**src/rtl/adder_pkg.sv**
```systemverilog
// Shared definitions for the ripple-carry adder.
// The result type packs {carry, sum} so it can be compared directly against a + b + cin.
package adder_pkg;

  localparam int ADDER_DEFAULT_WIDTH = 4;

  typedef logic [ADDER_DEFAULT_WIDTH:0] adder_result_t;

  function automatic adder_result_t pack_result(input logic cout,
                                                input logic [ADDER_DEFAULT_WIDTH-1:0] sum);
    return {cout, sum};
  endfunction

endpackage

```
**src/rtl/full_adder.sv**
```systemverilog
// Single-bit full-adder cell, the leaf of the ripple chain.
module full_adder (
  input  logic a,
  input  logic b,
  input  logic cin,
  output logic sum,
  output logic cout
);

  assign sum  = a ^ b ^ cin;
  assign cout = (a & b) | (a & cin) | (b & cin);

endmodule

```
**src/rtl/adder_4bit.sv**
```systemverilog
// Ripple-carry adder with a combinational result and a one-cycle registered copy.
// Defining ADDER_4BIT_OVF_EN adds the signed-overflow outputs ovf / ovf_q.
module adder_4bit
  import adder_pkg::*;
#(
  parameter int WIDTH = ADDER_DEFAULT_WIDTH
) (
  input  logic             clk,
  input  logic             rst,
  input  logic [WIDTH-1:0] a,
  input  logic [WIDTH-1:0] b,
  input  logic             cin,
  input  logic             in_valid,
  output logic [WIDTH-1:0] sum,
  output logic             cout,
  output logic [WIDTH-1:0] sum_q,
  output logic             cout_q,
  output logic             valid_q
`ifdef ADDER_4BIT_OVF_EN
  ,
  output logic             ovf,
  output logic             ovf_q
`endif
);

  logic [WIDTH:0]   w_c;
  logic [WIDTH-1:0] w_sum;

  assign w_c[0] = cin;

  for (genvar i = 0; i < WIDTH; i++) begin : g_fa
    full_adder u_fa (
      .a    (a[i]),
      .b    (b[i]),
      .cin  (w_c[i]),
      .sum  (w_sum[i]),
      .cout (w_c[i+1])
    );
  end

  assign sum  = w_sum;
  assign cout = w_c[WIDTH];

  // Stage p0 -> p1: capture on in_valid, hold otherwise; reset clears data too.
  logic [WIDTH-1:0] r_sum_p1;
  logic             r_cout_p1;
  logic             r_vld_p1;

  always_ff @(posedge clk) begin
    if (rst) begin
      r_sum_p1  <= '0;
      r_cout_p1 <= 1'b0;
      r_vld_p1  <= 1'b0;
    end else begin
      r_vld_p1 <= in_valid;
      if (in_valid) begin
        r_sum_p1  <= w_sum;
        r_cout_p1 <= w_c[WIDTH];
      end
    end
  end

  assign sum_q   = r_sum_p1;
  assign cout_q  = r_cout_p1;
  assign valid_q = r_vld_p1;

`ifdef ADDER_4BIT_OVF_EN
  logic w_ovf;
  logic r_ovf_p1;

  assign w_ovf = w_c[WIDTH] ^ w_c[WIDTH-1];
  assign ovf   = w_ovf;

  always_ff @(posedge clk) begin
    if (rst) begin
      r_ovf_p1 <= 1'b0;
    end else if (in_valid) begin
      r_ovf_p1 <= w_ovf;
    end
  end

  assign ovf_q = r_ovf_p1;
`endif

endmodule

```
**config.mk**
```make
export PLATFORM = sky130hd
export DESIGN_NAME = adder_4bit
export DESIGN_NICKNAME = d
export VERILOG_FILES = /design/src/rtl/adder_pkg.sv /design/src/rtl/full_adder.sv /design/src/rtl/adder_4bit.sv
export SDC_FILE = /design/constraint.sdc
export NUM_CORES = 1
export LEC_CHECK = 0
export CELL_PAD_IN_SITES_DETAIL_PLACEMENT = 0
export CELL_PAD_IN_SITES_GLOBAL_PLACEMENT = 1
export CORE_MARGIN = 1.5
export CORE_UTILIZATION = 26
export CTS_CLUSTER_DIAMETER = 60
export CTS_CLUSTER_SIZE = 20
export DETAILED_ROUTE_END_ITERATION = 12
export PLACE_DENSITY = 0.79
export SLEW_MARGIN = 20
export SYNTH_ARGS = -nofsm -noshare
export SYNTH_HDL_FRONTEND = slang
export SYNTH_SLANG_ARGS = --single-unit
```
**constraint.sdc**
```tcl
create_clock -name clk -period 4.4 [get_ports clk]
set_clock_uncertainty 0.15 [all_clocks]
set_input_delay 0.88 -clock clk [delete_from_list [all_inputs] [get_ports clk]]
set_output_delay 0.88 -clock clk [all_outputs]
set_load 0.05 [all_outputs]
```
## Word-level counts from Yosys, hierarchy flattened

Index checks and enable logic that the tools add are counted.
Widths: inputs -> output; s select.

- Register bits after elaboration: 6
- Output and inout port bits: 11
- Logic and storage cells: 31

- Bitwise operators: 28

Operators by type and width:

| operator | number |
|---|---|
| $and 1x1->1 | 12 |
| $or 1x1->1 | 8 |
| $xor 1x1->1 | 8 |

## Logic depth before layout (Yosys ltp)

Gate-level depths: netlist of the first run.

- Word-level depth: 12
- Mapped depth: 9
- Gate-level depth less buffers: 8

## Modules after synthesis

A second synthesis of the first run with hierarchy kept.

- Cell total of the unflattened synthesis: 22
- Area, all modules: 286.5 µm²

Modules (own cells, without submodules):

| module | instances | cells an instance | area each (µm²) |
|---|---|---|---|
| adder_4bit | 1 | 18 | 206.4 |
| full_adder | 4 | 1 | 20.0 |

## Least setup slack after synthesis of the first run

Ideal clock, no wire load.

- Kind: input to output
- From: input port a[0]
- To: output port sum[3]
- Arrival: 2.602 ns
- Required time: 3.370 ns
- Setup slack: 0.768 ns
- Stages on the path: 9
- Path buffers: 1
- Path through: inv_1 fa_1 inv_1 fa_1 fa_1 inv_1 fa_1 inv_1 buf_4

- Longest elaborated chain between the ends: 10
- Elaborated cells between the ends (all ways): 13
- Classes of those cells: bitwise: 13

Ends and longest elaborated chain:

| what | line | RTL |
|---|---|---|
| from (decl) | adder_4bit.sv:10 | `input logic [WIDTH-1:0] a,` |
| $and 1x1->1 | full_adder.sv:11 | `assign cout = (a & b) \| (a & cin) \| (b & cin);` |
| $or 1x1->1 * (2 in series) | full_adder.sv:11 |  |
| $and 1x1->1 | full_adder.sv:11 |  |
| $or 1x1->1 | full_adder.sv:11 |  |
| $or 1x1->1 * | full_adder.sv:11 |  |
| $and 1x1->1 | full_adder.sv:11 |  |
| $or 1x1->1 | full_adder.sv:11 |  |
| $or 1x1->1 * | full_adder.sv:11 |  |
| $xor 1x1->1 * | full_adder.sv:10 | `assign sum = a ^ b ^ cin;` |
| to (decl) | adder_4bit.sv:14 | `output logic [WIDTH-1:0] sum,` |

Every way passes the cells marked *; elsewhere a longest branch is shown, timed or not.

## Final worst setup path of the first run

Ends and elaborated chain as after synthesis.

==> results.json, run 1 <==
{
  "rsz0062_at_grt": "false",
  "dieArea_um2": 1640,
  "ant_nets": 0,
  "vias": 288,
  "nNetsFinal": 74,
  "grt_pass1_wl_mm": 1.14,
  "cts_max_level": 1,
  "path_clk_slew_ns": 0.04,
  "ys_seq_area_share_pct": 32.8,
  "die_h_um": 40.6,
  "clk_latency_ns": 0.24,
  "yosysUniqueCellTypes": 10,
  "power_per_cell_area_nw_per_um2": 368,
  "initial_core_util_pct": 28.2,
  "slew_violations": 0,
  "n_antenna_cell": 0,
  "synth_area_leader_cell": "dfxtp_1",
  "ys_ff_latch": 6,
  "cap_violations": 0,
  "hold_buffers": 0,
  "drive_gt1_share_pct": 19.6,
  "die_x_um": 40.6,
  "worstHoldPathType": "flip-flop to flip-flop",
  "routed_wl_um": 686,
  "grt_max_degree": 10,
  "critical_path.top_delay_family": "adder cells",
  "hpwl_um": 581,
  "root_buffer": "clkbuf_4",
  "synthTopCellsByArea": "dfxtp_1 33%, fa_1 22%, a211oi_2 10%, inv_1 10%, buf_4 8.2%",
  "critPathKind": "primary input to primary output",
  "synthesis.nets": 52,
  "cts_made_buffers": 3,
  "areaGrowthSynthToFinish_pct": 68.3,
  "gr-total-overflow": 0,
  "setup_viol": 0,
  "final_core_util_pct": 47.4,
  "startpoint_type": "primary input",
  "tns_ns": 0,
  "crit_fanout": 2,
  "avgSynthCellArea_um2": 10.2,
  "hold_viol": 0,
  "io_buffer_count": 22,
  "synthArstFlopShare_pct": 0,
  "period_needed_ns": 4.13,
  "syn-cell-area_um2": 367,
  "syn_inst": 36,
  "end_kind": "primary output",
  "synth_ff_type": "dfxtp_1",
  "gr-usage-all-layers_pct": 11.4,
  "clock_path_buffers": 2,
  "max_clock_freq_ghz": 0.242,
  "antenna_found_initial": 0,
  "first_iter_violations": 0,
  "cts_resized": 0,
  "synth_most_common_cell": "inv_1",
  "cp.required_ns": 3.37,
  "io_pins": 23,
  "via_per_inst": 4.06,
  "ys_warn_count": 0,
  "max_slew_margin_pct": 66.5,
  "cts_tree": "done",
  "worstPathArrival_ns": 3.10,
  "grt_pass1_vias": 297,
  "period_share_pct": 93.8,
  "status": "finished, final reports clean",
  "p_leak_uw": 0.000276,
  "drc": 0,
  "cts_sinks": 6,
  "peakVddDrop_mv": 0.194,
  "critPathSlowestCell": "fa_1",
  "worst_slew_pin_slew_ns": 0.501,
  "post_cts_buffers": 0,
  "path_buf_inv": 6,
  "rows": 13,
  "synthTopCellsByCount": "10 x inv_1, 6 x dfxtp_1, 4 x buf_4, 4 x fa_1",
  "routabilityCongestion": 0.597,
  "drt_pass1_iterations": 1,
  "avgRoutedWirePerCell_um": 9.66,
  "synth_edf_count": 0,
  "synth_top_area_share_pct": 32.8,
  "coreArea_um2": 1300,
  "slowest_delay_ns": 0.44,
  "path_cells": "clkdlybuf4s50_1 > inv_1 > fa_1 > inv_1 > fa_1 > fa_1 > inv_1 > fa_1 > inv_1 > buf_12"
}
cell type report:
type	count	area, µm²
fill	135	684
clock buffer	3	22.5
inverter	10	37.5
multi-input combinational	15	168
tap	15	18.8
sequential	6	120
timing repair buffer	22	250
cells in the final DEF, fill, tap and decap left out, drive strengths merged:
cell           instances
a211oi                 3
buf                    3
clkbuf                 3
clkdlybuf4s50         19
dfxtp                  6
fa                     4
inv                   10
mux2i                  2
nor2                   5
nor2b                  1
cells by family after synthesis:
kind of cell    share of synthesized area [%]
buf+inv                                  21.5
flops                                    32.8
fa+ha+maj                                21.8
simple gates                             8.19
mux                                      5.46
compound gates                           10.2
path summary, 6_finish.rpt:
kind / start / to / slack, ns / depth (start not counted)
worst max register to register: sum_q[3]$_SDFFE_PP0P_ / sum_q[3]$_SDFFE_PP0P_ / 3.59 / 2
worst max-delay path: a[0] / sum[3] / 0.27 / 10
worst min register to register: sum_q[0]$_SDFFE_PP0P_ / sum_q[0]$_SDFFE_PP0P_ / 0.34 / 2
worst min-delay path: sum_q[0]$_SDFFE_PP0P_ / sum_q[0]$_SDFFE_PP0P_ / 0.34 / 2
sequential cells by signal, indices dropped and copies added, names as in the netlist:
name / count
valid_q: 1
sum_q: 4
cout_q: 1
per-stage QoR:
stage	setup WS (ns)	hold slack [ns]	power, µW	cells	area, µm²
after floorplan	0.768	0.557	139	36	367
after global placement	0.271	0.326	179	68	594
after detailed placement	0.243	0.336	180	68	594
after global routing	0.108	0.361	240	71	617
final	0.273	0.342	227	71	617
after CTS	0.241	0.345	231	71	617
layer usage:
layer,vias up,track usage (%),wire [µm]
met5,-,0,0
met4,0,5.00,0
met3,0,6.67,71
met2,13,18.7,363
met1,133,11.5,250
li1,142,-,-
power by group:
part | internal (µW) | total [µW] | leakage, µW | switching, µW
Combinational | 49.3 | 116 | 0.000213 | 66.7
Clock | 30.7 | 49.0 | 0.0000138 | 18.3
Sequential | 59.5 | 62.1 | 0.0000498 | 2.61
Total | 140 | 227 | 0.000276 | 87.6
tightest hold or removal path, delay by kind of cell, from the launching register on:
kind	cells	cell delay [ns]
AND/OR/NAND/NOR	1	0.09
flip-flops	1	0.31
AO/OA/AOI/OAI	1	0.05
(Power assumes the default switching activity.)
==> run 2, diff against run 1 <==
==> constraint.sdc (replaced) <==
create_clock -name clk -period 5.4 [get_ports clk]
set_clock_uncertainty 0.15 [all_clocks]
set_input_delay 1.08 -clock clk [delete_from_list [all_inputs] [get_ports clk]]
set_output_delay 1.08 -clock clk [all_outputs]
set_load 0.05 [all_outputs]
==> results.json, run 2 (synthesized netlist as in run 1, its figures left out) <==
{
  "setup_viol": 0,
  "worstHoldPathType": "flip-flop to flip-flop",
  "largest_reg_flops": 4,
  "coreArea_um2": 1300,
  "routed_wl_um": 668,
  "period_share_pct": 91.8,
  "place_inst": 68,
  "cts_made_buffers": 3,
  "hold_buffers": 0,
  "tns_ns": 0,
  "gr-total-overflow": 0,
  "first_iter_violations": 1,
  "end_kind": "primary output",
  "final_common_cell": "clkdlybuf4s50_1",
  "rows": 13,
  "drt_pass1_iterations": 4,
  "path_clk_slew_ns": 0.04,
  "startpoint": "a[0]",
  "hold_viol": 0,
  "max_clock_freq_ghz": 0.202,
  "worst_slew_pin_slew_ns": 0.497,
  "max_slew_margin_pct": 66.8,
  "total_power_uw": 176,
  "crit_fanout": 2,
  "r2r_start": "sum_q[3]$_SDFFE_PP0P_",
  "num-fill-cells": 133,
  "min-delay-start": "sum_q[0]$_SDFFE_PP0P_",
  "nNetsFinal": 74,
  "cp.required_ns": 4.17,
  "dieArea_um2": 1640,
  "period_needed_ns": 4.96,
  "via_per_inst": 4.04,
  "drive_gt1_share_pct": 16.1,
  "cts_max_level": 1,
  "slew_violations": 0,
  "drc": 0,
  "clock_path_buffers": 2,
  "die_x_um": 40.6,
  "cts_sinks": 6,
  "cap_violations": 0,
  "antenna_found_initial": 0,
  "n_antenna_cell": 0,
  "p_leak_uw": 0.000261,
  "io_pins": 23,
  "grt_pass1_vias": 285,
  "cts_resized": 0,
  "grt_pass1_wl_mm": 1.16,
  "startpoint_type": "primary input",
  "hpwl_um": 525,
  "min_delay_path_depth": 2,
  "clk_latency_ns": 0.25,
  "routabilityCongestion": 0.564,
  "die_h_um": 40.6,
  "grt_max_degree": 10,
  "critPathSlowestCell": "clkdlybuf4s50_1",
  "vias": 287,
  "rsz0062_at_grt": "false",
  "post_cts_buffers": 0,
  "avgRoutedWirePerCell_um": 9.41,
  "ant_nets": 0,
  "worstPathArrival_ns": 3.73,
  "critPathKind": "primary input to primary output",
  "multi_input_comb_area_um2": 168,
  "seq_area_um2": 120,
  "cts_tree": "done",
  "slowest_delay_ns": 0.79,
  "power_per_cell_area_nw_per_um2": 302,
  "io_buffer_count": 22,
  "peakVddDrop_mv": 0.143,
  "gr-usage-all-layers_pct": 11.6,
  "root_buffer": "clkbuf_4",
  "initial_core_util_pct": 28.2,
  "status": "finished, final reports clean",
  "r2r_cells": 2,
  "instances_no_fill": 71,
  "layout_common_cells": "21 x clkdlybuf4s50_1, 10 x inv_1, 6 x dfxtp_1, 4 x fa_1",
  "areaGrowthSynthToFinish_pct": 59.4,
  "path_cells": "clkdlybuf4s50_1 > inv_1 > fa_1 > inv_1 > fa_1 > fa_1 > inv_1 > fa_1 > inv_1 > clkdlybuf4s50_1"
}
-- run 2: cell count changes in the layout (fill, tap and decap cells not counted), sizes merged --
cell | previous run | this run
buf | 3 | 1
clkdlybuf4s50 | 19 | 21
-- run 2: routing by layer --
layer / share of wire, % / GRT usage [%] / vias up / wire [µm]
met5: 0 / 0 / - / 0
met2: 48 / 13.5 / 17 / 318
met1: 41 / 15.5 / 126 / 276
met4: 1.5 / 7.50 / 0 / 10
li1: - / - / 142 / -
met3: 9.3 / 6.67 / 2 / 62
-- run 2: final cells by class --
| cell class | count | area share, % |
|---|---|---|
| inverter | 10 | 6.42 |
| tap | 15 | 3.21 |
| clock buffer | 3 | 3.85 |
| timing repair buffer | 22 | 37.3 |
| sequential | 6 | 20.6 |
| multi-input combinational | 15 | 28.7 |
-- run 2: critical path, delay by kind of cell --
kind                       cells  cell delay [ns]
buffers and inverters          6             1.49
adders and majority gates      4             1.14
-- run 2: report_power, final --
group	leakage, µW	switching [µW]	internal, µW
logic	0.000197	52.2	31.4
registers	0.0000498	2.02	48.4
clock network	0.0000138	17.2	25.2
total	0.000261	71.4	105
-- run 2: stage by stage --
stage	area [µm²]	util, %	setup WS, ns	hold slack [ns]
floorplan	367	-	1.37	0.557
global placement	562	43.2	0.448	0.327
detailed placement	562	43.2	0.431	0.339
CTS	584	44.9	0.413	0.346
global route	584	44.9	0.321	0.363
finish	584	44.9	0.444	0.341
-- run 2: path summary, 6_finish.rpt --
kind	endpoint	slack (ns)
hold / removal	sum_q[0]$_SDFFE_PP0P_	0.34
setup reg to reg	sum_q[3]$_SDFFE_PP0P_	4.61
hold reg to reg	sum_q[0]$_SDFFE_PP0P_	0.34
setup / recovery	cout	0.44
